## src/rtl/gmii_frame_gen_pkg.sv

```systemverilog
// Shared types, constants and helper functions for the GMII receive-side frame generator.
// The CRC helper is also used by the verification environment.
package gmii_gen_pkg;

  typedef enum logic [2:0] {
    ST_IDLE = 3'd0,
    ST_PRE  = 3'd1,
    ST_SFD  = 3'd2,
    ST_PAY  = 3'd3,
    ST_FCS  = 3'd4,
    ST_IFG  = 3'd5
  } gen_state_e;

  typedef enum logic [1:0] {
    MODE_INC   = 2'd0,
    MODE_PRBS  = 2'd1,
    MODE_CONST = 2'd2,
    MODE_INC2  = 2'd3
  } gen_mode_e;

  localparam logic [31:0] CRC_POLY    = 32'hEDB88320;
  localparam logic [31:0] CRC_INIT    = 32'hFFFFFFFF;
  localparam logic [31:0] CRC_RESIDUE = 32'hDEBB20E3;
  localparam logic [7:0]  PREAMBLE    = 8'h55;
  localparam logic [7:0]  SFD         = 8'hD5;
  localparam int          PRE_LEN     = 7;

  // Reflected CRC32, one byte, LSB first.
  function automatic logic [31:0] crc32_byte(input logic [31:0] crc, input logic [7:0] data);
    logic [31:0] c;
    c = crc ^ {24'h000000, data};
    for (int i = 0; i < 8; i++) begin
      if (c[0]) begin
        c = (c >> 1) ^ CRC_POLY;
      end else begin
        c = c >> 1;
      end
    end
    return c;
  endfunction

  // Fibonacci LFSR x^8+x^6+x^5+x^4+1, shifting towards the MSB.
  function automatic logic [7:0] prbs8_next(input logic [7:0] s);
    return {s[6:0], s[7] ^ s[5] ^ s[4] ^ s[3]};
  endfunction

endpackage

```

## src/rtl/gmii_frame_gen_if.sv

```systemverilog
// Request/response bundle between the stimulus side (master) and the frame generator (slave).
interface gmii_frame_gen_if #(
  parameter int NUM_PORTS = 4,
  parameter int LEN_W     = 11,
  parameter int CNT_W     = 16
);
  logic [NUM_PORTS-1:0]            req_valid;
  logic [NUM_PORTS-1:0]            req_ready;
  logic [NUM_PORTS-1:0][LEN_W-1:0] req_len;
  logic [NUM_PORTS-1:0][1:0]       req_mode;
  logic [NUM_PORTS-1:0][7:0]       req_seed;
  logic [NUM_PORTS-1:0]            req_bad_fcs;
  logic [NUM_PORTS-1:0]            req_rxer;
  logic [NUM_PORTS-1:0]            rxdv;
  logic [NUM_PORTS-1:0]            rxer;
  logic [NUM_PORTS-1:0][7:0]       rxd;
  logic [NUM_PORTS-1:0][CNT_W-1:0] frame_cnt;

  modport master (
    output req_valid, req_len, req_mode, req_seed, req_bad_fcs, req_rxer,
    input  req_ready, rxdv, rxer, rxd, frame_cnt
  );

  modport slave (
    input  req_valid, req_len, req_mode, req_seed, req_bad_fcs, req_rxer,
    output req_ready, rxdv, rxer, rxd, frame_cnt
  );
endinterface

```

## src/rtl/gmii_frame_gen_port.sv

```systemverilog
// One independent GMII frame generator: FSM, payload pattern, running CRC32 and frame counter.
module gmii_gen_port
  import gmii_gen_pkg::*;
#(
  parameter int LEN_W     = 11,
  parameter int MIN_LEN   = 60,
  parameter int MAX_LEN   = 1514,
  parameter int IFG_BYTES = 12,
  parameter int CNT_W     = 16
) (
  input  logic             clk,
  input  logic             rst_n,
  input  logic             i_req_valid,
  output logic             o_req_ready,
  input  logic [LEN_W-1:0] i_req_len,
  input  logic [1:0]       i_req_mode,
  input  logic [7:0]       i_req_seed,
  input  logic             i_req_bad_fcs,
  input  logic             i_req_rxer,
  output logic             o_rxdv,
  output logic             o_rxer,
  output logic [7:0]       o_rxd,
  output logic [CNT_W-1:0] o_frame_cnt
);

  gen_state_e       r_state;
  gen_mode_e        r_mode;
  logic [LEN_W-1:0] r_len;
  logic [LEN_W-1:0] r_cnt;
  logic [7:0]       r_pat;
  logic [31:0]      r_crc;
  logic             r_bad_fcs;
  logic             r_rxer_en;
  logic             r_ready;
  logic             r_rxdv;
  logic             r_rxer;
  logic [7:0]       r_rxd;
  logic [CNT_W-1:0] r_frame_cnt;

  logic             w_accept;
  logic [31:0]      w_fcs;
  logic [7:0]       w_pat_next;
  logic [7:0]       w_fcs_byte;

  function automatic logic [LEN_W-1:0] clamp_len(input logic [LEN_W-1:0] len);
    if (len < LEN_W'(MIN_LEN)) begin
      return LEN_W'(MIN_LEN);
    end else if (len > LEN_W'(MAX_LEN)) begin
      return LEN_W'(MAX_LEN);
    end else begin
      return len;
    end
  endfunction

  assign w_accept = i_req_valid && r_ready;
  assign w_fcs    = ~r_crc;

  // Next payload byte for the latched pattern mode.
  always_comb begin
    w_pat_next = r_pat + 8'd1;
    case (r_mode)
      MODE_PRBS:  w_pat_next = prbs8_next(r_pat);
      MODE_CONST: w_pat_next = r_pat;
      default:    w_pat_next = r_pat + 8'd1;
    endcase
  end

  // FCS byte selection; bad_fcs flips bit 0 of the final byte.
  always_comb begin
    w_fcs_byte = w_fcs[7:0];
    case (r_cnt[1:0])
      2'd1:    w_fcs_byte = w_fcs[15:8];
      2'd2:    w_fcs_byte = w_fcs[23:16];
      2'd3:    w_fcs_byte = {w_fcs[31:25], w_fcs[24] ^ r_bad_fcs};
      default: w_fcs_byte = w_fcs[7:0];
    endcase
  end

  // Frame FSM; every output is registered and computed one cycle ahead of the bus.
  always_ff @(posedge clk) begin
    if (!rst_n) begin
      r_state     <= ST_IDLE;
      r_mode      <= MODE_INC;
      r_len       <= LEN_W'(MIN_LEN);
      r_cnt       <= '0;
      r_pat       <= 8'h00;
      r_crc       <= CRC_INIT;
      r_bad_fcs   <= 1'b0;
      r_rxer_en   <= 1'b0;
      r_ready     <= 1'b1;
      r_rxdv      <= 1'b0;
      r_rxer      <= 1'b0;
      r_rxd       <= 8'h00;
      r_frame_cnt <= '0;
    end else begin
      case (r_state)
        ST_IDLE: begin
          r_rxer <= 1'b0;
          if (w_accept) begin
            r_state   <= ST_PRE;
            r_ready   <= 1'b0;
            r_rxdv    <= 1'b1;
            r_rxd     <= PREAMBLE;
            r_cnt     <= LEN_W'(1);
            r_len     <= clamp_len(i_req_len);
            r_mode    <= gen_mode_e'(i_req_mode);
            r_pat     <= ((gen_mode_e'(i_req_mode) == MODE_PRBS) && (i_req_seed == 8'h00)) ?
                         8'h01 : i_req_seed;
            r_bad_fcs <= i_req_bad_fcs;
            r_rxer_en <= i_req_rxer;
          end else begin
            r_ready <= 1'b1;
            r_rxdv  <= 1'b0;
            r_rxd   <= 8'h00;
          end
        end
        ST_PRE: begin
          if (r_cnt == LEN_W'(PRE_LEN)) begin
            r_state <= ST_SFD;
            r_rxd   <= SFD;
          end else begin
            r_rxd <= PREAMBLE;
            r_cnt <= r_cnt + LEN_W'(1);
          end
        end
        ST_SFD: begin
          r_state <= ST_PAY;
          r_rxd   <= r_pat;
          r_rxer  <= r_rxer_en;
          r_crc   <= crc32_byte(CRC_INIT, r_pat);
          r_pat   <= w_pat_next;
          r_cnt   <= LEN_W'(1);
        end
        ST_PAY: begin
          r_rxer <= 1'b0;
          if (r_cnt == r_len) begin
            r_state <= ST_FCS;
            r_rxd   <= w_fcs[7:0];
            r_cnt   <= LEN_W'(1);
          end else begin
            r_rxd <= r_pat;
            r_crc <= crc32_byte(r_crc, r_pat);
            r_pat <= w_pat_next;
            r_cnt <= r_cnt + LEN_W'(1);
          end
        end
        ST_FCS: begin
          if (r_cnt == LEN_W'(4)) begin
            r_state     <= ST_IFG;
            r_rxdv      <= 1'b0;
            r_rxd       <= 8'h00;
            r_cnt       <= LEN_W'(1);
            r_frame_cnt <= r_frame_cnt + CNT_W'(1);
          end else begin
            r_rxd <= w_fcs_byte;
            r_cnt <= r_cnt + LEN_W'(1);
          end
        end
        ST_IFG: begin
          if (r_cnt == LEN_W'(IFG_BYTES)) begin
            r_state <= ST_IDLE;
            r_ready <= 1'b1;
          end else begin
            r_cnt <= r_cnt + LEN_W'(1);
          end
        end
        default: begin
          r_state <= ST_IDLE;
          r_ready <= 1'b1;
          r_rxdv  <= 1'b0;
          r_rxer  <= 1'b0;
          r_rxd   <= 8'h00;
        end
      endcase
    end
  end

  assign o_req_ready = r_ready;
  assign o_rxdv      = r_rxdv;
  assign o_rxer      = r_rxer;
  assign o_rxd       = r_rxd;
  assign o_frame_cnt = r_frame_cnt;

endmodule

```

## src/rtl/gmii_frame_gen.sv

```systemverilog
// N-port GMII receive-side frame generator; each port is a fully independent gmii_gen_port.
module gmii_frame_gen
  import gmii_gen_pkg::*;
#(
  parameter int NUM_PORTS = 4,
  parameter int LEN_W     = 11,
  parameter int MIN_LEN   = 60,
  parameter int MAX_LEN   = 1514,
  parameter int IFG_BYTES = 12,
  parameter int CNT_W     = 16
) (
  input  logic       clk,
  input  logic       rst_n,
  gmii_frame_gen_if.slave bus
);

  logic [NUM_PORTS-1:0]            w_req_ready;
  logic [NUM_PORTS-1:0]            w_rxdv;
  logic [NUM_PORTS-1:0]            w_rxer;
  logic [NUM_PORTS-1:0][7:0]       w_rxd;
  logic [NUM_PORTS-1:0][CNT_W-1:0] w_frame_cnt;

  for (genvar g = 0; g < NUM_PORTS; g++) begin : g_port
    gmii_gen_port #(
      .LEN_W     (LEN_W),
      .MIN_LEN   (MIN_LEN),
      .MAX_LEN   (MAX_LEN),
      .IFG_BYTES (IFG_BYTES),
      .CNT_W     (CNT_W)
    ) u_port (
      .clk           (clk),
      .rst_n         (rst_n),
      .i_req_valid   (bus.req_valid[g]),
      .o_req_ready   (w_req_ready[g]),
      .i_req_len     (bus.req_len[g]),
      .i_req_mode    (bus.req_mode[g]),
      .i_req_seed    (bus.req_seed[g]),
      .i_req_bad_fcs (bus.req_bad_fcs[g]),
      .i_req_rxer    (bus.req_rxer[g]),
      .o_rxdv        (w_rxdv[g]),
      .o_rxer        (w_rxer[g]),
      .o_rxd         (w_rxd[g]),
      .o_frame_cnt   (w_frame_cnt[g])
    );
  end

  assign bus.req_ready = w_req_ready;
  assign bus.rxdv      = w_rxdv;
  assign bus.rxer      = w_rxer;
  assign bus.rxd       = w_rxd;
  assign bus.frame_cnt = w_frame_cnt;

endmodule

```

## src/flat_wrapper.sv

```systemverilog
// flat-port wrapper written by rule: the top's interface ports become plain ports
module gmii_frame_gen_flat import gmii_gen_pkg::*;
#(
  parameter int NUM_PORTS = 4,
  parameter int LEN_W     = 11,
  parameter int MIN_LEN   = 60,
  parameter int MAX_LEN   = 1514,
  parameter int IFG_BYTES = 12,
  parameter int CNT_W     = 16
)
  (clk, rst_n, bus_req_valid, bus_req_len, bus_req_mode, bus_req_seed, bus_req_bad_fcs, bus_req_rxer, bus_req_ready, bus_rxdv, bus_rxer, bus_rxd, bus_frame_cnt);
  gmii_frame_gen_if #(.NUM_PORTS(NUM_PORTS), .LEN_W(LEN_W), .CNT_W(CNT_W)) bus_i ();
  input  logic clk;
  input  logic rst_n;
  input wire logic [$bits(bus_i.req_valid)-1:0] bus_req_valid;
  input wire logic [$bits(bus_i.req_len)-1:0] bus_req_len;
  input wire logic [$bits(bus_i.req_mode)-1:0] bus_req_mode;
  input wire logic [$bits(bus_i.req_seed)-1:0] bus_req_seed;
  input wire logic [$bits(bus_i.req_bad_fcs)-1:0] bus_req_bad_fcs;
  input wire logic [$bits(bus_i.req_rxer)-1:0] bus_req_rxer;
  output wire logic [$bits(bus_i.req_ready)-1:0] bus_req_ready;
  output wire logic [$bits(bus_i.rxdv)-1:0] bus_rxdv;
  output wire logic [$bits(bus_i.rxer)-1:0] bus_rxer;
  output wire logic [$bits(bus_i.rxd)-1:0] bus_rxd;
  output wire logic [$bits(bus_i.frame_cnt)-1:0] bus_frame_cnt;
  assign bus_i.req_valid = bus_req_valid;
  assign bus_i.req_len = bus_req_len;
  assign bus_i.req_mode = bus_req_mode;
  assign bus_i.req_seed = bus_req_seed;
  assign bus_i.req_bad_fcs = bus_req_bad_fcs;
  assign bus_i.req_rxer = bus_req_rxer;
  assign bus_req_ready = bus_i.req_ready;
  assign bus_rxdv = bus_i.rxdv;
  assign bus_rxer = bus_i.rxer;
  assign bus_rxd = bus_i.rxd;
  assign bus_frame_cnt = bus_i.frame_cnt;
  gmii_frame_gen #(.NUM_PORTS(NUM_PORTS), .LEN_W(LEN_W), .MIN_LEN(MIN_LEN), .MAX_LEN(MAX_LEN), .IFG_BYTES(IFG_BYTES), .CNT_W(CNT_W)) u_core (.clk(clk), .rst_n(rst_n), .bus(bus_i));
endmodule
```

## config.mk

```make
export PLATFORM = sky130hd
export DESIGN_NAME = gmii_frame_gen_flat
export DESIGN_NICKNAME = d
export VERILOG_FILES = /design/src/rtl/gmii_frame_gen_pkg.sv /design/src/rtl/gmii_frame_gen_if.sv /design/src/rtl/gmii_frame_gen_port.sv /design/src/rtl/gmii_frame_gen.sv /design/src/flat_wrapper.sv
export SDC_FILE = /design/constraint.sdc
export NUM_CORES = 1
export LEC_CHECK = 0
export ABC_CLOCK_PERIOD_IN_PS = 2200
export CAP_MARGIN = 20
export CORE_MARGIN = 1
export CORE_UTILIZATION = 45
export DETAILED_ROUTE_END_ITERATION = 16
export HOLD_SLACK_MARGIN = 0.08
export PLACE_DENSITY_LB_ADDON = 0.15
export REMOVE_ABC_BUFFERS = 1
export SLEW_MARGIN = 20
export SYNTH_ARGS = -nofsm -noshare
export SYNTH_HDL_FRONTEND = slang
export SYNTH_SLANG_ARGS = --single-unit
```

## constraint.sdc

```tcl
create_clock -name clk -period 2.2 [get_ports clk]
set_input_delay 0.44 -clock clk [delete_from_list [all_inputs] [get_ports clk]]
set_output_delay 0.44 -clock clk [all_outputs]
set_load 0.01 [all_outputs]
```

Yosys cells after proc, flatten, opt, wreduce, memory -nomap -nowiden
Cells that the tools add are included.
{ "word_totals": {"wordCells": 676, "reg_bits": 384, "output_inout_bits": 108, "in_bits": 98} }
{ "classes": {"muxes": 340, "reduce_logical": 72, "bitwise_logic": 100, "n_addsub": 12, "n_eq_ne": 92, "magnitude_cmp": 8} }
{ "ops": {"columns": ["operator", "n"], "rows": [
  ["32-bit 2-to-1 mux", 208],
  ["13-bit NOT with 14-bit output", 64],
  ["11-bit 2-to-1 mux", 28],
  ["11-bit one-hot mux with 6 select lines", 4],
  ["32-bit one-hot mux with 2 select lines", 4],
  ["8-bit 2-to-1 mux", 24],
  ["8-bit one-hot mux with 3 select lines", 8],
  ["8-bit one-hot mux with 6 select lines", 4],
  ["32-bit NOT", 4],
  ["8-bit NOT with 32-bit output", 4],
  ["32-bit by 8-bit XOR with 32-bit output", 4],
  ["11-bit by 3-bit equality test with 1-bit output (second input constant)", 8],
  ["3-bit one-hot mux with 6 select lines", 4],
  ["16-bit by 1-bit adder with 16-bit output (second input constant)", 4],
  ["2-bit != test (second input constant)", 32],
  ["8-bit one-hot mux with 2 select lines", 4],
  ["3-bit 2-to-1 mux", 20],
  ["11-bit by 1-bit adder with 11-bit output (second input constant)", 4],
  ["11-bit equality test", 4],
  ["11-bit by 4-bit equality test with 1-bit output (second input constant)", 4],
  ["11-bit > comparator (second input constant)", 4],
  ["11-bit by 6-bit less-than comparator with 1-bit output (second input constant)", 4],
  ["2-bit AND reduction", 20],
  ["8-bit by 1-bit adder with 8-bit output (second input constant)", 4],
  ["22 further kinds", 152]
]} }

Depth between registers and ports, before layout
{ "logic_depth": {"depth_word": 40, "depth_mapped": 10, "depth_no_buf": 8} }

Modules after synthesis
From an unflattened synthesis, not the netlist that was laid out.
{ "unflattened": {"hier_cells": 3077, "area_unflattened_um2": 26046.2} }
{ "modules_own_cells": {"columns": ["module", "seq_area_each_um2", "n_inst", "area_per_inst_um2", "cells_each"], "rows": [
  ["gmii_gen_port (u_core.g_port[1].u_port ...)", 1921.8, 2, 6760.2, 779],
  ["gmii_gen_port (u_core.g_port[0].u_port)", 1921.8, 1, 6276.0, 755],
  ["gmii_gen_port (u_core.g_port[3].u_port)", 1921.8, 1, 6249.7, 764]
]} }

Worst setup path after synthesis
Ideal clock, no wire load.
{ "synth_path": {"path_kind": "register to register", "start": "register u_core.g_port[2].u_port.r_cnt[0]", "end": "register u_core.g_port[2].u_port.r_cnt[9]", "period_less_slack_ps": 2296, "required_time_ps": 2061, "n_path_buf": 1, "stages_incl_launch_ff": 9, "setup_slack_ps": -96, "t_arrival_ps": 2157, "path_cell_list": "dfxtp_1 -> ha_1 -> or4b_2 -> a2111oi_0 -> a211oi_1 -> clkbuf_1 -> nand4_1 -> xor2_1 -> nor2_1"} }
{ "synth_via": {"elab_chain_len": 3, "word_cells_on_any_way": 13, "classes_between": "1 x add/sub; 6 x eq/ne; 5 x mux; 1 x reduce/logical"} }
{ "synth_lines": {"columns": ["item", "line_no", "source"], "rows": [
  ["start, declared", "gmii_frame_gen_port.sv:29", "logic [LEN_W-1:0] r_cnt;"],
  ["start signal, assigned", "gmii_frame_gen_port.sv:123", "r_cnt <= r_cnt + LEN_W'(1);"],
  ["start signal, assigned", "gmii_frame_gen_port.sv:144", "r_cnt <= r_cnt + LEN_W'(1);"],
  ["start signal, assigned", "gmii_frame_gen_port.sv:156", "r_cnt <= r_cnt + LEN_W'(1);"],
  ["11-bit by 1-bit adder with 11-bit output, or another cell as far along", null, null],
  ["11-bit 2-to-1 mux, or another cell as far along", "gmii_frame_gen_port.sv:160", "if (r_cnt == LEN_W'(IFG_BYTES)) begin"],
  ["11-bit one-hot mux with 6 select lines / 4-bit AND reduction (equally long branches)", null, null]
]} }
Parallel ways exist; a longest one is shown, timed or not. The select of a mux whose other input is x is not followed.
A chain may end at the register's enable or synchronous reset.

Final worst setup path
{ "layout_path": {"start": "register u_core.g_port[2].u_port.r_cnt[1]", "end": "register u_core.g_port[2].u_port.r_crc[24]"} }
{ "layout_via": {"elab_chain_len": 3} }
{ "layout_lines": {"columns": ["item", "line_no", "source"], "rows": [
  ["11-bit equality test", "gmii_frame_gen_port.sv:136", "if (r_cnt == r_len) begin"],
  ["2-bit != test (no line)", null, null],
  ["2-bit AND reduction (no line)", null, null],
  ["end signal, assigned", "gmii_frame_gen_port.sv:130", "r_crc <= crc32_byte(CRC_INIT, r_pat);"],
  ["end signal, assigned", "gmii_frame_gen_port.sv:142", "r_crc <= crc32_byte(r_crc, r_pat);"],
  ["end, declared", "gmii_frame_gen_port.sv:31", "logic [31:0] r_crc;"]
]} }
No other way between the ends.

==> flow_summary.json <==
{
  "outcome": "finished with violations",
  "violations": "negative setup slack",
  "first_global_vias": 22400,
  "power_density_mw_per_mm2": 1020,
  "crit-reg2reg-launch": "u_core.g_port[2].u_port.r_cnt[1]$_SDFFE_PN0P_",
  "final.setup.tns_ps": -1.57,
  "setup-violations-final": 1,
  "holdBufCountCts": 0,
  "fin_ws_ps": -1.57,
  "slew_headroom_pct": 50.7,
  "synth-main-ff-cell": "dfxtp_1",
  "whs_ps": 211,
  "clkSlewWorstSetupHoldPaths_ps": 60,
  "reg2reg_slack_ps": -2,
  "worstMarginPinSlew_ps": 734,
  "cts_made_buffers": 46,
  "die_x_um": 238,
  "syn-mean-instance-area_um2": 8.28,
  "hold_depth": 2,
  "postRouteAntennaNets": 0,
  "synth_xor_area_share_pct": 24.1,
  "post-dp-hpwl_mm": 56.0,
  "ys_seq_elements": 384,
  "cap_violations": 0,
  "synth_top_area_share_pct": 30.6,
  "cp.required_ps": 2640,
  "timing.final.crit_share_pct": 100,
  "synthCells": 3037,
  "insertion_delay_ps": 590,
  "grt_pass1_wl_mm": 121,
  "grt_setup_unrepaired": "yes",
  "ioPinCount": 206,
  "cpPeakStageDelay_ps": 390,
  "min_period_ps": 2200,
  "synth_top_family_by_area": "XOR/XNOR gates",
  "place.gp.congestion": 0.920,
  "dr.pass1.iters": 7,
  "crit_buf_inv": 4,
  "row_count": 86,
  "critPathTopFamily": "simple AND/OR/NAND/NOR gates",
  "synth.area.top_cells": "dfxtp_1, xnor2_1, xor2_1, nand2_1, nor2_1",
  "cp-end-kind": "flip-flop",
  "die_area_mm2": 0.0568,
  "num-nets-final": 3589,
  "post_route_cells_drive_above_1_share_pct": 16.6,
  "startpoint_type": "flip-flop",
  "cts.sinks": 384,
  "crit_chain": "buf_6, buf_4, xnor2_1, nand4_1, nor4_2, buf_4, nor2_2, buf_12, o211ai_1, nand3_1",
  "hp-start": "rst_n",
  "core-area_mm2": 0.0552,
  "layoutNonFillerInstCount": 4231,
  "netlist_area_mm2": 0.0252,
  "num_vias": 23400,
  "async_flop_share_pct": 0,
  "clock_skew_ps": 15.6,
  "hp-class": "primary input to flip-flop",
  "synthSimpleGateAreaFrac_pct": 18.9,
  "holdPathEnd": "u_core.g_port[2].u_port.r_len[2]$_SDFFE_PN1P_",
  "cts_tree": "yes",
  "final_hold_viol_count": 0,
  "htreeDepth": 2,
  "crit_top_cell": "buf_4",
  "dp.cells": 4129,
  "netlist.top_cell.by_area": "dfxtp_1",
  "route.detailed.drc": 0,
  "port-buffer-count": 205,
  "rr_worst_depth": 10,
  "worst_path_max_delay_cell": "nor4_2",
  "die_h_um": 238,
  "detail_route.wl_per_cell_um": 18.2,
  "clockRootBuffer": "clkbuf_16",
  "arrival_ps": 2650,
  "area.growth.synth_to_final_pct": 28.6,
  "r2r_end": "u_core.g_port[2].u_port.r_crc[24]$_SDFFE_PN1P_",
  "p_leak_nw": 13.0,
  "slew_viol_final": 0,
  "routed_via_density": 5.53,
  "drt_iter0_markers": 1579,
  "synth_edf_count": 0,
  "yosys_warnings": 0,
  "synth_compound_area_share_pct": 17.9,
  "clockBufferDepth": 3,
  "post-place-ws_ps": -338,
  "drt_wl_total_mm": 77.1,
  "grt_max_degree": 74,
  "seq_area_frac_synth_pct": 30.6,
  "final_util_pct": 58.6,
  "antenna_found_initial": 6,
  "path_class": "flip-flop to flip-flop",
  "initial_utilization_pct": 45.6,
  "fmax_mhz": 454,
  "ir_drop_mv": 0.813,
  "grt-ovfl-total": 0,
  "critPathMaxFanout": 35,
  "synthMuxAreaShare_pct": 1.14,
  "synthAdderAreaFrac_pct": 2.24,
  "yosys.cell_types.count": 82,
  "grt_usage_pct": 26.2
}
[layout by cell type (no fill, tap or decap), drive strengths merged, types with 20 or more instances in the layout]
cell / count
nand2: 320
clkbuf: 66
o21ai: 149
a222oi: 20
nand2b: 32
nor2: 231
xor2: 148
nor2b: 31
o211ai: 103
clkdlybuf4s50: 204
nand3: 59
dfxtp: 384
ha: 45
nor3: 33
xnor2: 488
a211oi: 62
nor4: 24
nand4: 55
and2: 66
a21boi: 76
buf: 378
mux2i: 26
a21oi: 52
and3: 39
inv: 94
[state kept, by name, summed over array words and instances, names as in the netlist]
| signal | flops |
|---|---|
| u_core.g_port.u_port.o_req_ready | 4 |
| u_core.g_port.u_port.o_rxd | 32 |
| u_core.g_port.u_port.r_mode | 8 |
| u_core.g_port.u_port.r_crc | 128 |
| u_core.g_port.u_port.r_state | 12 |
| u_core.g_port.u_port.r_pat | 32 |
| u_core.g_port.u_port.o_rxdv | 4 |
| u_core.g_port.u_port.r_len | 44 |
| u_core.g_port.u_port.o_frame_cnt | 64 |
| u_core.g_port.u_port.r_bad_fcs | 4 |
| u_core.g_port.u_port.r_rxer_en | 4 |
| u_core.g_port.u_port.o_rxer | 4 |
| u_core.g_port.u_port.r_cnt | 44 |
[cell families after synthesis]
group           count (synthesis)
mux                            28
xor+xnor                      647
simple gates                  974
compound gates                640
buf+inv                       319
fa+ha+maj                      45
flops                         384
[Yosys cell counts, drive strengths merged, types with 10 or more instances]
| cell | number |
|---|---|
| a222oi | 20 |
| xor2 | 148 |
| a31oi | 14 |
| buf | 64 |
| xnor2 | 488 |
| nor2b | 31 |
| o211ai | 103 |
| nor3 | 33 |
| nand2 | 320 |
| a211oi | 62 |
| o2bb2ai | 10 |
| nor4 | 24 |
| inv | 94 |
| xnor3 | 11 |
| clkbuf | 160 |
| or3 | 17 |
| and2 | 66 |
| and4 | 17 |
| o21ai | 149 |
| a211o | 14 |
| nand4 | 55 |
| dfxtp | 384 |
| nand2b | 32 |
| o21a | 19 |
| o221ai | 14 |
| a21boi | 76 |
| and3 | 39 |
| nor2 | 231 |
| mux2i | 26 |
| nand3 | 59 |
| a21oi | 52 |
| ha | 45 |
| o22ai | 13 |
| nor3b | 19 |
[worst reg2reg max path, cell delays in order, from the launching register on]
cell and delay [ps]:
dfxtp_2 330, buf_6 130, buf_4 130, xnor2_1 140, nand4_1 200, nor4_2 390, buf_4 210, nor2_2 100
buf_12 190, o211ai_1 140, nand3_1 110
[power by group]
group | leakage [nW] | internal (mW) | switching (mW)
clock network | 0.773 | 4.91 | 3.14
logic | 9.09 | 8.20 | 8.53
registers | 3.13 | 7.66 | 0.704
[worst max path at each step]
stage | from | to | depth (start not counted)
2_1_floorplan | u_core.g_port[3].u_port.r_state[1]$_SDFFE_PN0P_ | u_core.g_port[3].u_port.o_rxd[1]$_SDFFE_PN0N_ | 6
5_1_grt | u_core.g_port[2].u_port.r_cnt[1]$_SDFFE_PN0P_ | u_core.g_port[2].u_port.o_frame_cnt[14]$_SDFFE_PN0P_ | 11
4_1_cts | u_core.g_port[2].u_port.r_cnt[7]$_SDFFE_PN0P_ | u_core.g_port[2].u_port.o_frame_cnt[12]$_SDFFE_PN0P_ | 7
3_3_place_gp | u_core.g_port[2].u_port.r_cnt[7]$_SDFFE_PN0P_ | u_core.g_port[2].u_port.o_frame_cnt[12]$_SDFFE_PN0P_ | 7
3_5_place_dp | u_core.g_port[2].u_port.r_cnt[7]$_SDFFE_PN0P_ | u_core.g_port[2].u_port.o_frame_cnt[12]$_SDFFE_PN0P_ | 7
6_report | u_core.g_port[2].u_port.r_cnt[1]$_SDFFE_PN0P_ | u_core.g_port[2].u_port.r_crc[24]$_SDFFE_PN1P_ | 10
[per-layer routing]
layer  wire length (um)  global-route usage, %  vias up  part of all wire (%)
li1                   -                      -    11300                     -
met4               1880                   8.70        6                   2.4
met2              35600                   42.6      758                    46
met5                 35                      0        -                 0.045
met1              34700                   35.3    11200                    45
met3               4900                   4.20      126                   6.3
[cell type report]
type	instances	area, um^2
Sequential cell	384	7710
Fill cell	4948	22900
Antenna cell	4	10.0
Multi-Input combinational cell	2335	16700
Clock inverter	16	233
Timing Repair Buffer	584	5100
Clock buffer	65	1340
Inverter	95	364
Tap cell	748	936
[what timing repair did]
item                                    CTS  global route
pin swaps                                 7            31
endpoints found under the setup margin   69           115
setup buffers                             2            11
resized for setup                        32            86
gates cloned                              0             4
[metrics by stage]
step                area (um^2)  total power [mW]
floorplan                 24200              19.3
global placement          30100              24.3
detailed placement        30100              24.4
CTS                       31800              32.8
global route              32300              34.9
finish                    32300              33.1
(Power assumes the default switching activity.)
